**config.mk**
```make
export PLATFORM = sky130hd
export DESIGN_NAME = mem_unit_flat
export DESIGN_NICKNAME = d
export VERILOG_FILES = /design/src/rtl/mem_unit_if.sv /design/src/rtl/mem_unit.sv /design/src/flat_wrapper.sv
export SDC_FILE = /design/constraint.sdc
export NUM_CORES = 2
export LEC_CHECK = 0
export BUFFER_PORTS_ARGS = -buffer_cell sky130_fd_sc_hd__buf_4
export CELL_PAD_IN_SITES_DETAIL_PLACEMENT = 1
export CELL_PAD_IN_SITES_GLOBAL_PLACEMENT = 1
export CORE_MARGIN = 4
export CORE_UTILIZATION = 61
export CTS_CLUSTER_DIAMETER = 100
export DETAILED_ROUTE_END_ITERATION = 8
export PLACE_DENSITY_LB_ADDON = 0.1
export SLEW_MARGIN = 20
export SYNTH_ARGS = -nofsm -noshare
export SYNTH_HDL_FRONTEND = slang
export SYNTH_SLANG_ARGS = --single-unit
export TNS_END_PERCENT = 10
```
**constraint.sdc**
```tcl
create_clock -name clk -period 15.75 [get_ports clk]
set_input_delay 0.7875 -clock clk [delete_from_list [all_inputs] [get_ports clk]]
set_output_delay 0.7875 -clock clk [all_outputs]
set_load 0.005 [all_outputs]
```
**src/rtl/mem_unit_if.sv**
```systemverilog
// ---------------------------------------------------------------------------
// mem_unit_if -- bus bundle between the control unit / program loader and
// mem_unit.
//
// Optional feature macro: MEM_MMIO_OUT_EN (adds mmio_out / mmio_strobe).
//
// Signals:
//   addressbus, read, write, toram    CPU address, read/write requests, write data
//   fromram                           read data returned to the CPU
//   cpu_enable                        enable for the control unit
//   ld_valid, ld_data, ld_last        loader word handshake (valid side)
//   ld_ready                          loader word handshake (ready side)
//   ld_start                          single-cycle (re)load request
//   load_err                          sticky load-overflow flag
//   state_o                           FSM state for debug
//   mmio_out, mmio_strobe             memory-mapped output port (optional)
//
// Modports: master = CPU/loader side, slave = mem_unit.
// ---------------------------------------------------------------------------
interface mem_unit_if #(
   parameter int DATA_W = 16,
   parameter int ADDR_W = 8
) ();
   logic [ADDR_W-1:0] addressbus;
   logic              read;
   logic              write;
   logic [DATA_W-1:0] toram;
   logic [DATA_W-1:0] fromram;
   logic              cpu_enable;
   logic              ld_valid;
   logic              ld_ready;
   logic [DATA_W-1:0] ld_data;
   logic              ld_last;
   logic              ld_start;
   logic              load_err;
   logic [1:0]        state_o;
`ifdef MEM_MMIO_OUT_EN
   logic [DATA_W-1:0] mmio_out;
   logic              mmio_strobe;
`endif

   modport master (
      output addressbus, read, write, toram,
      output ld_valid, ld_data, ld_last, ld_start,
      input  fromram, cpu_enable, ld_ready, load_err, state_o
`ifdef MEM_MMIO_OUT_EN
      , input mmio_out, mmio_strobe
`endif
   );

   modport slave (
      input  addressbus, read, write, toram,
      input  ld_valid, ld_data, ld_last, ld_start,
      output fromram, cpu_enable, ld_ready, load_err, state_o
`ifdef MEM_MMIO_OUT_EN
      , output mmio_out, mmio_strobe
`endif
   );
endinterface

```
**src/rtl/mem_unit.sv**
```systemverilog
// ---------------------------------------------------------------------------
// mem_unit -- program/data memory for the control unit, with a streaming
// program loader that holds the CPU off while it fills the array.
//
// Optional feature macro: MEM_MMIO_OUT_EN. When defined, the top address is
// a write-only-from-CPU output register (mmio_out) with a one-cycle strobe,
// reads of that address return the register, and the loader stops one word
// earlier. When undefined, the top address is ordinary memory.
//
// Ports:
//   clk    clock, all state changes on the rising edge
//   rst_n  asynchronous active-low reset (deassertion synchronised inside)
//   bus    mem_unit_if.slave -- CPU port, loader handshake, status outputs
//
// States (state_o): IDLE=0 (CPU held, waiting for ld_start),
//                   LOAD=1 (accepting loader words), RUN=2 (CPU enabled).
// Memory contents survive reset; only control state is cleared.
// ---------------------------------------------------------------------------
module mem_unit #(
   parameter int DATA_W    = 16,
   parameter int ADDR_W    = 8,
   parameter int LOAD_BASE = 1
) (
   input  logic     clk,
   input  logic     rst_n,
   mem_unit_if.slave bus
);

   typedef enum logic [1:0] {
      IDLE = 2'd0,
      LOAD = 2'd1,
      RUN  = 2'd2
   } state_t;

   localparam int                DEPTH     = 1 << ADDR_W;
   localparam logic [ADDR_W-1:0] TOP_ADDR  = '1;
   localparam logic [ADDR_W-1:0] BASE_ADDR = ADDR_W'(LOAD_BASE);
`ifdef MEM_MMIO_OUT_EN
   // The top word is the MMIO register, so the loader must stop below it.
   localparam logic [ADDR_W-1:0] LOAD_LIMIT = TOP_ADDR - ADDR_W'(1);
`else
   localparam logic [ADDR_W-1:0] LOAD_LIMIT = TOP_ADDR;
`endif

   state_t            state;
   state_t            state_next;
   logic [1:0]        rst_sync;
   logic              run_ok;
   logic [ADDR_W-1:0] counter;
   logic              err_q;
   logic              ld_accept;
   logic              cpu_wr;
   logic              mem_cpu_wr;
   logic [DATA_W-1:0] mem [DEPTH];

   // Reset asserts immediately but releases two clocks later, so the FSM
   // never acts on an ld_start that races the reset deassertion.
   // NOTE: sequential state uses non-blocking assignments so every flop
   // samples pre-edge values regardless of process ordering.
   always_ff @(posedge clk or negedge rst_n) begin
      if (!rst_n) rst_sync <= 2'b00;
      else        rst_sync <= {rst_sync[0], 1'b1};
   end
   assign run_ok = rst_sync[1];

   // ld_start takes priority over a same-edge handshake: the word is dropped.
   assign ld_accept = (state == LOAD) && bus.ld_valid && !bus.ld_start;
   assign cpu_wr    = (state == RUN) && bus.write;

`ifdef MEM_MMIO_OUT_EN
   logic              mmio_hit;
   logic [DATA_W-1:0] mmio_q;
   logic              strobe_q;

   assign mmio_hit   = (bus.addressbus == TOP_ADDR);
   assign mem_cpu_wr = cpu_wr && !mmio_hit;

   always_ff @(posedge clk or negedge rst_n) begin
      if (!rst_n) begin
         mmio_q   <= '0;
         strobe_q <= 1'b0;
      end else begin
         strobe_q <= cpu_wr && mmio_hit;
         if (cpu_wr && mmio_hit) mmio_q <= bus.toram;
      end
   end

   assign bus.mmio_out    = mmio_q;
   assign bus.mmio_strobe = strobe_q;
`else
   assign mem_cpu_wr = cpu_wr;
`endif

   // ---------------- FSM: state register ----------------
   always_ff @(posedge clk or negedge rst_n) begin
      if (!rst_n) state <= IDLE;
      else        state <= state_next;
   end

   // ---------------- FSM: next-state logic ----------------
   // NOTE: state_next is given a default first so no path through the case
   // leaves it unassigned, which would infer a latch.
   always_comb begin
      state_next = state;
      case (state)
         IDLE: if (bus.ld_start && run_ok) state_next = LOAD;
         LOAD: begin
            if (ld_accept) begin
               if (bus.ld_last)                state_next = RUN;
               else if (counter == LOAD_LIMIT) state_next = IDLE;
            end
         end
         RUN:     if (bus.ld_start) state_next = LOAD;
         default: state_next = IDLE;
      endcase
   end

   // ---------------- FSM: outputs ----------------
   always_comb begin
      bus.cpu_enable = 1'b0;
      bus.ld_ready   = 1'b0;
      case (state)
         LOAD:    bus.ld_ready   = 1'b1;
         RUN:     bus.cpu_enable = 1'b1;
         default: ;
      endcase
   end

   assign bus.state_o  = state;
   assign bus.load_err = err_q;

   // Load address counter: restarts on every ld_start and saturates at the
   // limit so an overflowing load never wraps onto low memory.
   always_ff @(posedge clk or negedge rst_n) begin
      if (!rst_n)                                   counter <= BASE_ADDR;
      else if (bus.ld_start)                        counter <= BASE_ADDR;
      else if (ld_accept && counter != LOAD_LIMIT)  counter <= counter + ADDR_W'(1);
   end

   // Sticky overflow flag: a non-final word landed in the last loadable slot.
   always_ff @(posedge clk or negedge rst_n) begin
      if (!rst_n)            err_q <= 1'b0;
      else if (bus.ld_start) err_q <= 1'b0;
      else if (ld_accept && !bus.ld_last && counter == LOAD_LIMIT)
                             err_q <= 1'b1;
   end

   // Storage array. Loader and CPU writes are exclusive by state.
   // NOTE: the array has no reset branch on purpose -- program contents must
   // survive reset, and a reset port would stop it mapping onto RAM.
   always_ff @(posedge clk) begin
      if (ld_accept)       mem[counter]        <= bus.ld_data;
      else if (mem_cpu_wr) mem[bus.addressbus] <= bus.toram;
   end

   // Combinational read: returns pre-write contents during a same-cycle write.
   always_comb begin
      bus.fromram = '0;
      if (bus.read) begin
`ifdef MEM_MMIO_OUT_EN
         if (mmio_hit) bus.fromram = mmio_q;
         else          bus.fromram = mem[bus.addressbus];
`else
         bus.fromram = mem[bus.addressbus];
`endif
      end
   end

endmodule

```
**src/flat_wrapper.sv**
```systemverilog
// flat-port wrapper written by rule: the top's interface ports become plain ports
module mem_unit_flat 
#(
   parameter int DATA_W    = 16,
   parameter int ADDR_W    = 8,
   parameter int LOAD_BASE = 1
)
  (clk, rst_n, bus_addressbus, bus_read, bus_write, bus_toram, bus_ld_valid, bus_ld_data, bus_ld_last, bus_ld_start, bus_fromram, bus_cpu_enable, bus_ld_ready, bus_load_err, bus_state_o);
  mem_unit_if #(.DATA_W(DATA_W), .ADDR_W(ADDR_W)) bus_i ();
  input  logic clk;
  input  logic rst_n;
  input wire logic [$bits(bus_i.addressbus)-1:0] bus_addressbus;
  input wire logic [$bits(bus_i.read)-1:0] bus_read;
  input wire logic [$bits(bus_i.write)-1:0] bus_write;
  input wire logic [$bits(bus_i.toram)-1:0] bus_toram;
  input wire logic [$bits(bus_i.ld_valid)-1:0] bus_ld_valid;
  input wire logic [$bits(bus_i.ld_data)-1:0] bus_ld_data;
  input wire logic [$bits(bus_i.ld_last)-1:0] bus_ld_last;
  input wire logic [$bits(bus_i.ld_start)-1:0] bus_ld_start;
  output wire logic [$bits(bus_i.fromram)-1:0] bus_fromram;
  output wire logic [$bits(bus_i.cpu_enable)-1:0] bus_cpu_enable;
  output wire logic [$bits(bus_i.ld_ready)-1:0] bus_ld_ready;
  output wire logic [$bits(bus_i.load_err)-1:0] bus_load_err;
  output wire logic [$bits(bus_i.state_o)-1:0] bus_state_o;
  assign bus_i.addressbus = bus_addressbus;
  assign bus_i.read = bus_read;
  assign bus_i.write = bus_write;
  assign bus_i.toram = bus_toram;
  assign bus_i.ld_valid = bus_ld_valid;
  assign bus_i.ld_data = bus_ld_data;
  assign bus_i.ld_last = bus_ld_last;
  assign bus_i.ld_start = bus_ld_start;
  assign bus_fromram = bus_i.fromram;
  assign bus_cpu_enable = bus_i.cpu_enable;
  assign bus_ld_ready = bus_i.ld_ready;
  assign bus_load_err = bus_i.load_err;
  assign bus_state_o = bus_i.state_o;
  mem_unit #(.DATA_W(DATA_W), .ADDR_W(ADDR_W), .LOAD_BASE(LOAD_BASE)) u_core (.clk(clk), .rst_n(rst_n), .bus(bus_i));
endmodule
```
# Word level (Yosys, flattened, before mapping)

Memory sizes are Yosys's and may differ from the RTL's.
Index checks and enable logic that the tools add are counted.

Bits in registers: 13
RAM bits: 4096
Output and inout port bits: 21
Memories kept: 1

Add/subtract/negate cells: 1
Equal/unequal tests: 8
Mux-type cells: 21
Reduce and logical (&&, ||, !) cells: 14

Memory list:

| memory     | depth | width | read ports | clocked after Yosys merged registers in | write ports | RTL line       | RTL |
|---|---|---|---|---|---|---|---|
| u_core.mem | 256   | 16    | 1          | 0                                       | 1           | mem_unit.sv:54 | `logic [DATA_W-1:0] mem [DEPTH];` |

Operators by type and width:

| kind                  | count |
|---|---|
| $mux W16              | 2 |
| $mux W8               | 3 |
| $reduce_or A16 Y1     | 1 |
| $mux W1               | 10 |
| $mux W2               | 5 |
| $add A8 B1 Y8 const B | 1 |
| $eq A8 B8 Y1 const B  | 1 |
| $ne A8 B8 Y1 const B  | 1 |
| $logic_and A1 B1 Y1   | 7 |
| $pmux W2 S3           | 1 |
| $ne A2 B1 Y1 const B  | 2 |
| $reduce_and A4 Y1     | 1 |
| $reduce_bool A2 Y1    | 2 |
| $ne A3 B3 Y1 const B  | 1 |
| $eq A2 B1 Y1 const B  | 1 |
| $eq A2 B2 Y1 const B  | 1 |
| $logic_not A1 Y1      | 2 |
| $logic_not A2 Y1      | 1 |
| $ne A2 B2 Y1 const B  | 1 |

# Depth between registers and ports, before layout

Depth after elaboration: 7
Depth in mapped cells: 12

# Worst setup path before layout

OpenSTA, ideal clock, no wires.

Path type: input to register
Start point: input port bus_write
End point: memory u_core.mem[0][10], data pin
Setup time: 0.823 ns
Data arrival time: 4.733 ns
Data required time: 14.927 ns
Path slack: 10.194 ns
Stages: 6
Path buffers: 3
Cell sequence: and2_1 > buf_2 > clkbuf_1 > clkbuf_1 > nand2_1 > nand2_1

Longest elaborated chain between the ends: 6

RTL lines:

| what                               | RTL line           | RTL |
|---|---|---|
| from (decl)                        | flat_wrapper.sv:14 | `input wire logic [$bits(bus_i.write)-1:0] bus_write;` |
| $logic_and A1 B1 Y1                | mem_unit.sv:68     | `assign cpu_wr = (state == RUN) && bus.write;` |
| $mux W1                            | mem_unit.sv:153    | `else if (mem_cpu_wr) mem[bus.addressbus] <= bus.toram;` |
| $mux W1                            | mem_unit.sv:152    | `if (ld_accept) mem[counter] <= bus.ld_data;` |
| $mux W1 (not written as such)      | mem_unit.sv:153    |  |
| $reduce_or A16 Y1 (no source line) | -                  |  |
| $mux W16 (no source line)          | -                  |  |
| to (decl)                          | mem_unit.sv:54     |  |

No other way between the ends.

# Worst setup path after layout

Start point: input port bus_addressbus[0]
End point: output port bus_fromram[5]

Longest elaborated chain between the ends: 2

RTL lines:

| what             | RTL line           | RTL |
|---|---|---|
| from (decl)      | flat_wrapper.sv:12 | `input wire logic [$bits(bus_i.addressbus)-1:0] bus_addressbus;` |
| $mem_v2 Z256 W16 | -                  |  |
| $mux W16         | mem_unit.sv:159    | `if (bus.read) begin` |
| to (decl)        | flat_wrapper.sv:20 | `output wire logic [$bits(bus_i.fromram)-1:0] bus_fromram;` |

No other way between the ends.

==> results.sh <==
export IMPL_r2r_slack_ns=10.65
export IMPL_relSlewSlack_pct=7.62
export IMPL_clkTransAtPathRegs_ns=0.06
export IMPL_synth_area_leaders="edfxtp_1 77%, mux4_2 12%, mux2i_1 3.0%"
export IMPL_area_growth_pct=11.5
export IMPL_synth_top_area_cell="edfxtp_1"
export IMPL_cts_root_buf="clkbuf_16"
export IMPL_synthFlopType="edfxtp_1"
export IMPL_dr_total_vias=83800
export IMPL_design_core_area_sq_um=260000
export IMPL_drt_total_wl_um=473000
export IMPL_place_area_sq_um=165000
export IMPL_end_kind="output port"
export IMPL_r2r_end="u_core.mem[12][8]"
export IMPL_finalCriticalPeriod_ns=7.59
export IMPL_p_leak_nw=56.3
export IMPL_io_buffer_count=67
export IMPL_max_freq_mhz=132
export IMPL_final_cell_mix="4096 x edfxtp_1, 815 x mux4_2, 479 x mux2i_1"
export IMPL_hold_viol_final=0
export IMPL_cts_resized=0
export IMPL_rsz0062_at_grt="false"
export IMPL_fin_skew_ns=0.0369
export IMPL_antenna_found_initial=34
export IMPL_cts_tree="yes"
export IMPL_htree_num_levels=5
export IMPL_crit_path_frequent_cell="buf_4"
export IMPL_holdWs_ns=0.0950
export IMPL_power_density_nw_per_um2=129
export IMPL_status="finished clean"
export IMPL_critPathSlowestCell="buf_4"
export IMPL_crit_arrival_ns=6.80
export IMPL_drtPass1Iterations=6
export IMPL_cp_start_kind="input port"
export IMPL_cts_made_buffers=403
export IMPL_die_x_um=519
export IMPL_first_iter_violations=12800
export IMPL_yosys_area_top_type_share_pct=77.2
export IMPL_min_period_over_period_pct=48.2
export IMPL_path_class="in2out"
export IMPL_maxSlewViolCount=0
export IMPL_place_gp_congestion=0.850
export IMPL_hold_start="bus_ld_start"
export IMPL_nets=7909
export IMPL_syn_area_per_cell_sq_um=21.5
export IMPL_worstRegToRegCells=8
export IMPL_yosysSeqAreaShare_pct=77.4
export IMPL_total_power_mw=22.9
export IMPL_timing_rr_start="u_core.bus.state_o[1]"
export IMPL_drive_above_1_share_pct=24.3
export IMPL_grt_overflow=0
export IMPL_crit_family="buffers and inverters"
export IMPL_peakVddDrop_mv=0.132
export IMPL_post_route_cell_area_sq_um=178000
export IMPL_grt_pass1_vias=86100
export IMPL_syn_cell_area_sq_um=159000
export IMPL_fp_dieArea_sq_um=269000
export IMPL_avgRoutedWirePerCell_um=40.7
export IMPL_vias_per_cell=7.20
export IMPL_hold_buffers=1
export IMPL_ys_warn_count=0
export IMPL_clock_path_buffers=4
export IMPL_max_cap_violations=0
export IMPL_crit_required_ns=14.96
export IMPL_worst_pin_slew_ns=1.39
export IMPL_row_count=187
export IMPL_async_flop_share_pct=0.316
export IMPL_grt_max_degree=200
export IMPL_start_util_pct=61.3
export IMPL_cp_slowest_stage_delay_ns=0.88
export IMPL_grt_pass1_wl_um=668000
export IMPL_syn_nets=7471
export IMPL_crit_path_max_fanout=84
export IMPL_synth_edf_count=4096
export IMPL_hold_depth=2
export IMPL_ant_nets=0
export IMPL_io_pins=68
export IMPL_ys_types=75
export IMPL_clkLatencyLatePin_ns=0.97
export IMPL_chipHeight_um=519
export IMPL_hp_class="in2reg"
export IMPL_grtUsageTotal_pct=35.3
export IMPL_cts_setup_buffers=0
export IMPL_setup_viol=0
export IMPL_ys_ff_latch=4109
export IMPL_critPathBufInv=6
export IMPL_final_common_cell="edfxtp_1"
export IMPL_tns_ns=0
export IMPL_cts_sinks=4109
export IMPL_dpl_hpwl_um=274000
export IMPL_hold_end="u_core.counter[5]"
export IMPL_cp_cell_sequence="buf_16 > buf_4 > buf_4 > buf_4 > buf_4 > mux4_2 > a221oi_1 > o21ai_0 > o2111ai_1 > o22ai_1 > buf_4"
export IMPL_syn_inst=7423
export IMPL_drcViolationCount=0
per-layer routing:
layer	part of all wire, %	global-route usage [%]
met4	5.0	15.6
met1	37	49.8
met3	11	8.81
met2	47	53.5
met5	0.033	0
registers in the layout (all words and copies together), names as in the netlist:
register	flops
u_core.bus.load_err	1
u_core.counter	8
u_core.rst_sync	2
u_core.mem	4096
u_core.bus.state_o	2
synth_stat cells, drive strengths merged (34+ instances only):
library cell / instances
edfxtp: 4096
mux4: 828
mux2i: 479
nor2: 308
buf: 265
o221ai: 202
clkbuf: 183
nand2: 154
a22oi: 145
a21oi: 111
o21ai: 83
o22ai: 82
nor3: 70
nand3: 57
o31ai: 34
worst max path at each step:
stage / start / to / slack (ns) / cells after the start
final: bus_addressbus[0] / bus_fromram[5] / 8.16 / 11
after global routing: bus_addressbus[0] / bus_fromram[5] / 7.91 / 11
after CTS: bus_addressbus[0] / bus_fromram[5] / 8.04 / 11
after detailed placement: bus_addressbus[0] / bus_fromram[5] / 8.08 / 11
after global placement: bus_addressbus[0] / bus_fromram[6] / 8.20 / 11
after floorplan: bus_write / u_core.mem[0][10] / 10.19 / 6
logic make-up (layout without fill, tap and decap cells):
| family | count (synthesis) | after routing | synth area share (%) |
|---|---|---|---|
| and+or+nand+nor | 737 | 737 | 2.12 |
| other | 1 | 31 | 0.00235 |
| xor gates and xnor gates | 6 | 6 | 0.0330 |
| buffers and inverters | 453 | 1232 | 1.92 |
| adders and majority gates | 1 | 1 | 0.00785 |
| DFF | 4109 | 4109 | 77.4 |
| muxes | 1332 | 1332 | 14.9 |
| AOI/OAI and AO/OA | 784 | 784 | 3.57 |
where the power goes:
group,total (mW),switching (mW),internal (mW)
logic,1.34,0.966,0.372
clock network,9.35,4.12,5.23
registers,12.2,0.00887,12.2
per-stage QoR:
step           cells  utilization (%)  setup WS [ns]
2_1_floorplan   7423                -          10.19
3_3_place_gp   10800             63.4           8.20
3_5_place_dp   10900             63.4           8.08
4_1_cts        11600             68.3           8.04
5_1_grt        11600             68.4           7.91
6_report       11600             68.4           8.16
cell type report:
cell class	count	area (sq um)
Sequential cell	4109	123000
Fill cell	20000	82100
Multi-Input combinational cell	2861	33400
Clock buffer	508	10600
Tap cell	3402	4260
Timing Repair Buffer	481	3930
Clock inverter	238	1960
Antenna cell	30	75.1
Inverter	5	23.8
Power figures use the tool's default switching activity.
